### src/rtl/axi_header_arbiter.sv
// Round-robin arbiter that picks one header requester at a time, offers its header to the
// insert-header datapath, and waits for the packet's end-of-packet beat before the next grant.
module axi_header_arbiter #(
  parameter int unsigned DATA_WD      = 32,
  parameter int unsigned DATA_BYTE_WD = DATA_WD / 8,
  parameter int unsigned BYTE_CNT_WD  = $clog2(DATA_BYTE_WD),
  parameter int unsigned NUM_REQ      = 4,
  localparam int unsigned ID_WD       = (NUM_REQ > 1) ? $clog2(NUM_REQ) : 1
) (
  input  logic                           clk,
  input  logic                           rst,
  input  logic [NUM_REQ-1:0]             req_valid,
  input  logic [NUM_REQ*DATA_WD-1:0]     req_data,
  input  logic [NUM_REQ*BYTE_CNT_WD-1:0] req_byte_cnt,
  output logic [NUM_REQ-1:0]             req_ready,
  output logic                           valid_insert,
  output logic [DATA_WD-1:0]             data_insert,
  output logic [DATA_BYTE_WD-1:0]        keep_insert,
  output logic [BYTE_CNT_WD-1:0]         byte_insert_cnt,
  input  logic                           ready_insert,
  input  logic                           mon_valid,
  input  logic                           mon_ready,
  input  logic                           mon_last,
  output logic [ID_WD-1:0]               grant_id,
  output logic                           busy,
  output logic [15:0]                    pkt_cnt
);

  typedef enum logic [1:0] {StIdle, StOffer, StWaitEop} state_e;

  state_e                  state;
  logic [ID_WD-1:0]        rr_ptr;
  logic                    sel_found;
  logic [ID_WD-1:0]        sel_id;
  logic [DATA_WD-1:0]      sel_data;
  logic [BYTE_CNT_WD-1:0]  sel_cnt;
  logic [DATA_BYTE_WD-1:0] sel_keep;
  logic [DATA_BYTE_WD-1:0] all_ones;
  int unsigned             idx;

  // Search starts one past the last winner so every requester gets a turn.
  always_comb begin
    sel_found = 1'b0;
    sel_id    = '0;
    idx       = 0;
    for (int unsigned k = 1; k <= NUM_REQ; k++) begin
      idx = (32'(rr_ptr) + k) % NUM_REQ;
      if (!sel_found && req_valid[idx]) begin
        sel_found = 1'b1;
        sel_id    = ID_WD'(idx);
      end
    end
  end

  always_comb begin
    all_ones = '1;
    sel_data = req_data[32'(sel_id) * DATA_WD +: DATA_WD];
    sel_cnt  = req_byte_cnt[32'(sel_id) * BYTE_CNT_WD +: BYTE_CNT_WD];
    sel_keep = all_ones >> (DATA_BYTE_WD - 1 - 32'(sel_cnt));
  end

  always_comb begin
    req_ready = '0;
    if (!rst && state == StIdle && sel_found) begin
      req_ready[sel_id] = 1'b1;
    end
  end

  assign busy = (state != StIdle);

  always_ff @(posedge clk) begin
    if (rst) begin
      state           <= StIdle;
      valid_insert    <= 1'b0;
      data_insert     <= '0;
      keep_insert     <= '0;
      byte_insert_cnt <= '0;
      grant_id        <= '0;
      pkt_cnt         <= '0;
      rr_ptr          <= ID_WD'(NUM_REQ - 1);
    end else begin
      unique case (state)
        StIdle: begin
          if (sel_found) begin
            data_insert     <= sel_data;
            keep_insert     <= sel_keep;
            byte_insert_cnt <= sel_cnt;
            grant_id        <= sel_id;
            rr_ptr          <= sel_id;
            valid_insert    <= 1'b1;
            state           <= StOffer;
          end
        end
        StOffer: begin
          // Monitor events are deliberately ignored until the header has been accepted.
          if (ready_insert) begin
            valid_insert <= 1'b0;
            state        <= StWaitEop;
          end
        end
        StWaitEop: begin
          if (mon_valid && mon_ready && mon_last) begin
            pkt_cnt <= pkt_cnt + 16'd1;
            state   <= StIdle;
          end
        end
        default: state <= StIdle;
      endcase
    end
  end

endmodule

### config.mk
export PLATFORM = sky130hd
export DESIGN_NAME = axi_header_arbiter
export DESIGN_NICKNAME = d
export VERILOG_FILES = /design/src/rtl/axi_header_arbiter.sv
export SDC_FILE = /design/constraint.sdc
export NUM_CORES = 1
export LEC_CHECK = 0
export CORE_ASPECT_RATIO = 1.1
export CORE_MARGIN = 3
export CORE_UTILIZATION = 45
export DETAILED_ROUTE_END_ITERATION = 10
export DONT_BUFFER_PORTS = 1
export SETUP_SLACK_MARGIN = 0.05
export SYNTH_ARGS = -nofsm -noshare
export SYNTH_HDL_FRONTEND = slang
export SYNTH_SLANG_ARGS = --single-unit
### constraint.sdc
create_clock -name clk -period 5 [get_ports clk]
set_clock_uncertainty 0.2 [all_clocks]
set_input_delay 0.5 -clock clk [delete_from_list [all_inputs] [get_ports clk]]
set_output_delay 0.5 -clock clk [all_outputs]
set_load 0.01 [all_outputs]
==> reports/results.ini <==
[route]
drtIter0Drc = 107
drc = 0
vias = 3033
wl_met1_um = 3903
wl_met3_um = 1020
met2_length_um = 5169
highest_layer = met4
post_drt_wl_per_cell_um = 21.66
via_per_inst = 6.426
drt-pass1-iter-count = 5
postRouteAntennaNets = 0
postRouteWirelength_um = 10220

[floorplan]
ios = 208
die-area_um2 = 8629
rows = 32
start_util = 0.4740
die_h_um = 97.13
design.core.area_um2 = 7167
die_w_um = 88.84

[timing]
finalSetupTns_ns = 0
relSlewSlack = 0.3394
setup_viol = 0
fin_hold_ws_ns = 0.03485
final-hold-violation-count = 0
fin_crit_ns = 3.002
worstMarginPinSlew_ns = 0.9885
max_freq_ghz = 0.3332
drv_slew = 0
rsz0062_at_grt = false
period_share = 0.6003

[critical_path]
worstSetupStartpointType = flop
crit_type = reg2out
crit_path_max_fanout = 21
regToRegSetupSlack_ns = 2.64
arrival_ns = 2.30
crit_path_end_kind = output port
required_ns = 4.30

[yosys]
synth.top_cells.by_area = dfxtp_1 35%, mux2_2 9.6%, a221oi_1 8.3%
syn_area_per_cell_um2 = 8.408
yosysUniqueCellTypes = 49
ys_seq_area_frac = 0.3536
syn_area_um2 = 3397
netlist_top_cells_count = 60 x dfxtp_1, 59 x nor2_1, 49 x nand2_1
netlist.area_leader.share = 0.3536
synth_top_area_cell = dfxtp_1
ys_ff_latch = 60
ys_dominant_reg_cell = dfxtp_1
yosys_warnings = 0
synth.net_count = 551
synth-async-reset-ratio = 0
synthCells = 404
synth_most_common_cell = dfxtp_1
synth_edf_count = 0

[final_layout]
antennaDiodeCount = 0
final_net_count = 529
drive_above_1_share = 0.1525
syn_to_final_growth_pct = 5.488
fillerInstances = 682

[run_status]
status = finished, final reports clean

[hold_path]
hold_class = in2reg

[power]
p_leak_nw = 1.265
power.density_nw_per_um2 = 384.7
vdd_drop_max_v = 0.0001235

[clock_network]
ctsRootBufferMaster = clkbuf_8
hold_buffers = 0
numCtsBuffers = 9
cts_tree = done
worstSkewPairLatency_ns = 0.33
cts_resized = 0
clockBufferDepth = 2
cts.clk_slew.worst_paths_ns = 0.07
cts_sinks = 60
cts_htree_levels = 3
postCtsSetupRepairBufs = 0

[placement]
numPortBuffers = 0
gp_congestion = 0.8009
dpl.hpwl_um = 7207

[global_routing]
gr-usage-all-layers = 0.2307
antenna_found_initial = 0
grt_pass1_vias = 2919
grt_overflow_total = 0
grt_max_degree = 65
grt_pass1_wl_um = 15450

[job]
cap_violations = 0

-- path summary, 6_finish.rpt --
kind,cells after the start,to,start
max reg2reg,7,data_insert[16],rr_ptr[0]
max,5,req_ready[3],rr_ptr[0]
min,1,valid_insert,rst
min reg2reg,2,byte_insert_cnt[0],byte_insert_cnt[0]
-- final cells by class --
cell class                 count  area (um2)  area share
multi-input combinational    305        2024      0.5649
tap                           85       106.4     0.02968
inverter                       3       11.26    0.003142
timing repair buffer           3       22.52    0.006285
clock inverter                 4       72.57     0.02025
sequential                    60        1201      0.3352
clock buffer                  12       145.1     0.04050
-- cell usage in the layout, fill, tap and decap left out, types with 3 or more instances in the layout --
master and n:
xor2_1 8, a21oi_1 13, or3_1 5, nor2_1 58, a221oi_1 32, nand4_1 5
or4_1 4, nor3_1 4, clkbuf_8 10, dfxtp_1 60, inv_1 3, and2_1 3
o21ai_0 6, and3_1 3, a211oi_1 33, buf_4 3, mux2_1 3, o311ai_0 4
mux2_2 29, or2_2 3, xnor2_1 3, nand2b_1 4, nor3b_1 4, nand2_1 49
-- registers in the layout, indices dropped and copies added (netlist names) --
name	cells
data_insert	32
pkt_cnt	16
keep_insert	4
grant_id	2
rr_ptr	2
state	2
byte_insert_cnt	1
valid_insert	1
-- per-layer routing --
metal  up-vias  global-route usage
met2       152              0.3886
met1      1415              0.2725
met4         0             0.07093
met5         -                   0
met3        10             0.07549
li1       1456                   -
-- through the flow --
stage	worst slack, ns	cells	instance area, um2	util	total power, mW
after floorplan	2.413	404	3397	-	0.8515
after global placement	2.120	456	3366	0.4696	0.9001
after detailed placement	2.089	456	3366	0.4696	0.9061
after CTS	1.930	472	3583	0.5000	1.392
after global routing	1.808	472	3583	0.5000	1.454
final	1.998	472	3583	0.5000	1.378
-- report_power, final --
group / leakage (nW) / switching (mW) / internal (mW)
registers: 0.494 / 0.0671 / 0.529
clock network: 0.107 / 0.191 / 0.294
logic: 0.664 / 0.169 / 0.129
-- worst max-delay path, cell delays in order, from the launching register on --
cell	delay, ns
dfxtp_1	0.47
nand2b_1	0.17
a21oi_1	0.07
o22ai_1	0.11
and2_1	0.73
nor3b_1	0.43
-- cells by family (layout without fill, tap and decap cells) --
logic type	Yosys count	in the layout	synth area share
flops	60	60	0.3536
mux	33	33	0.1090
xor+xnor	11	11	0.02836
buf+inv	39	22	0.05267
simple gates	155	155	0.2173
fa+ha+maj	1	1	0.003683
compound gates	105	105	0.2354
No activity file was read; power rests on OpenSTA's default activity.
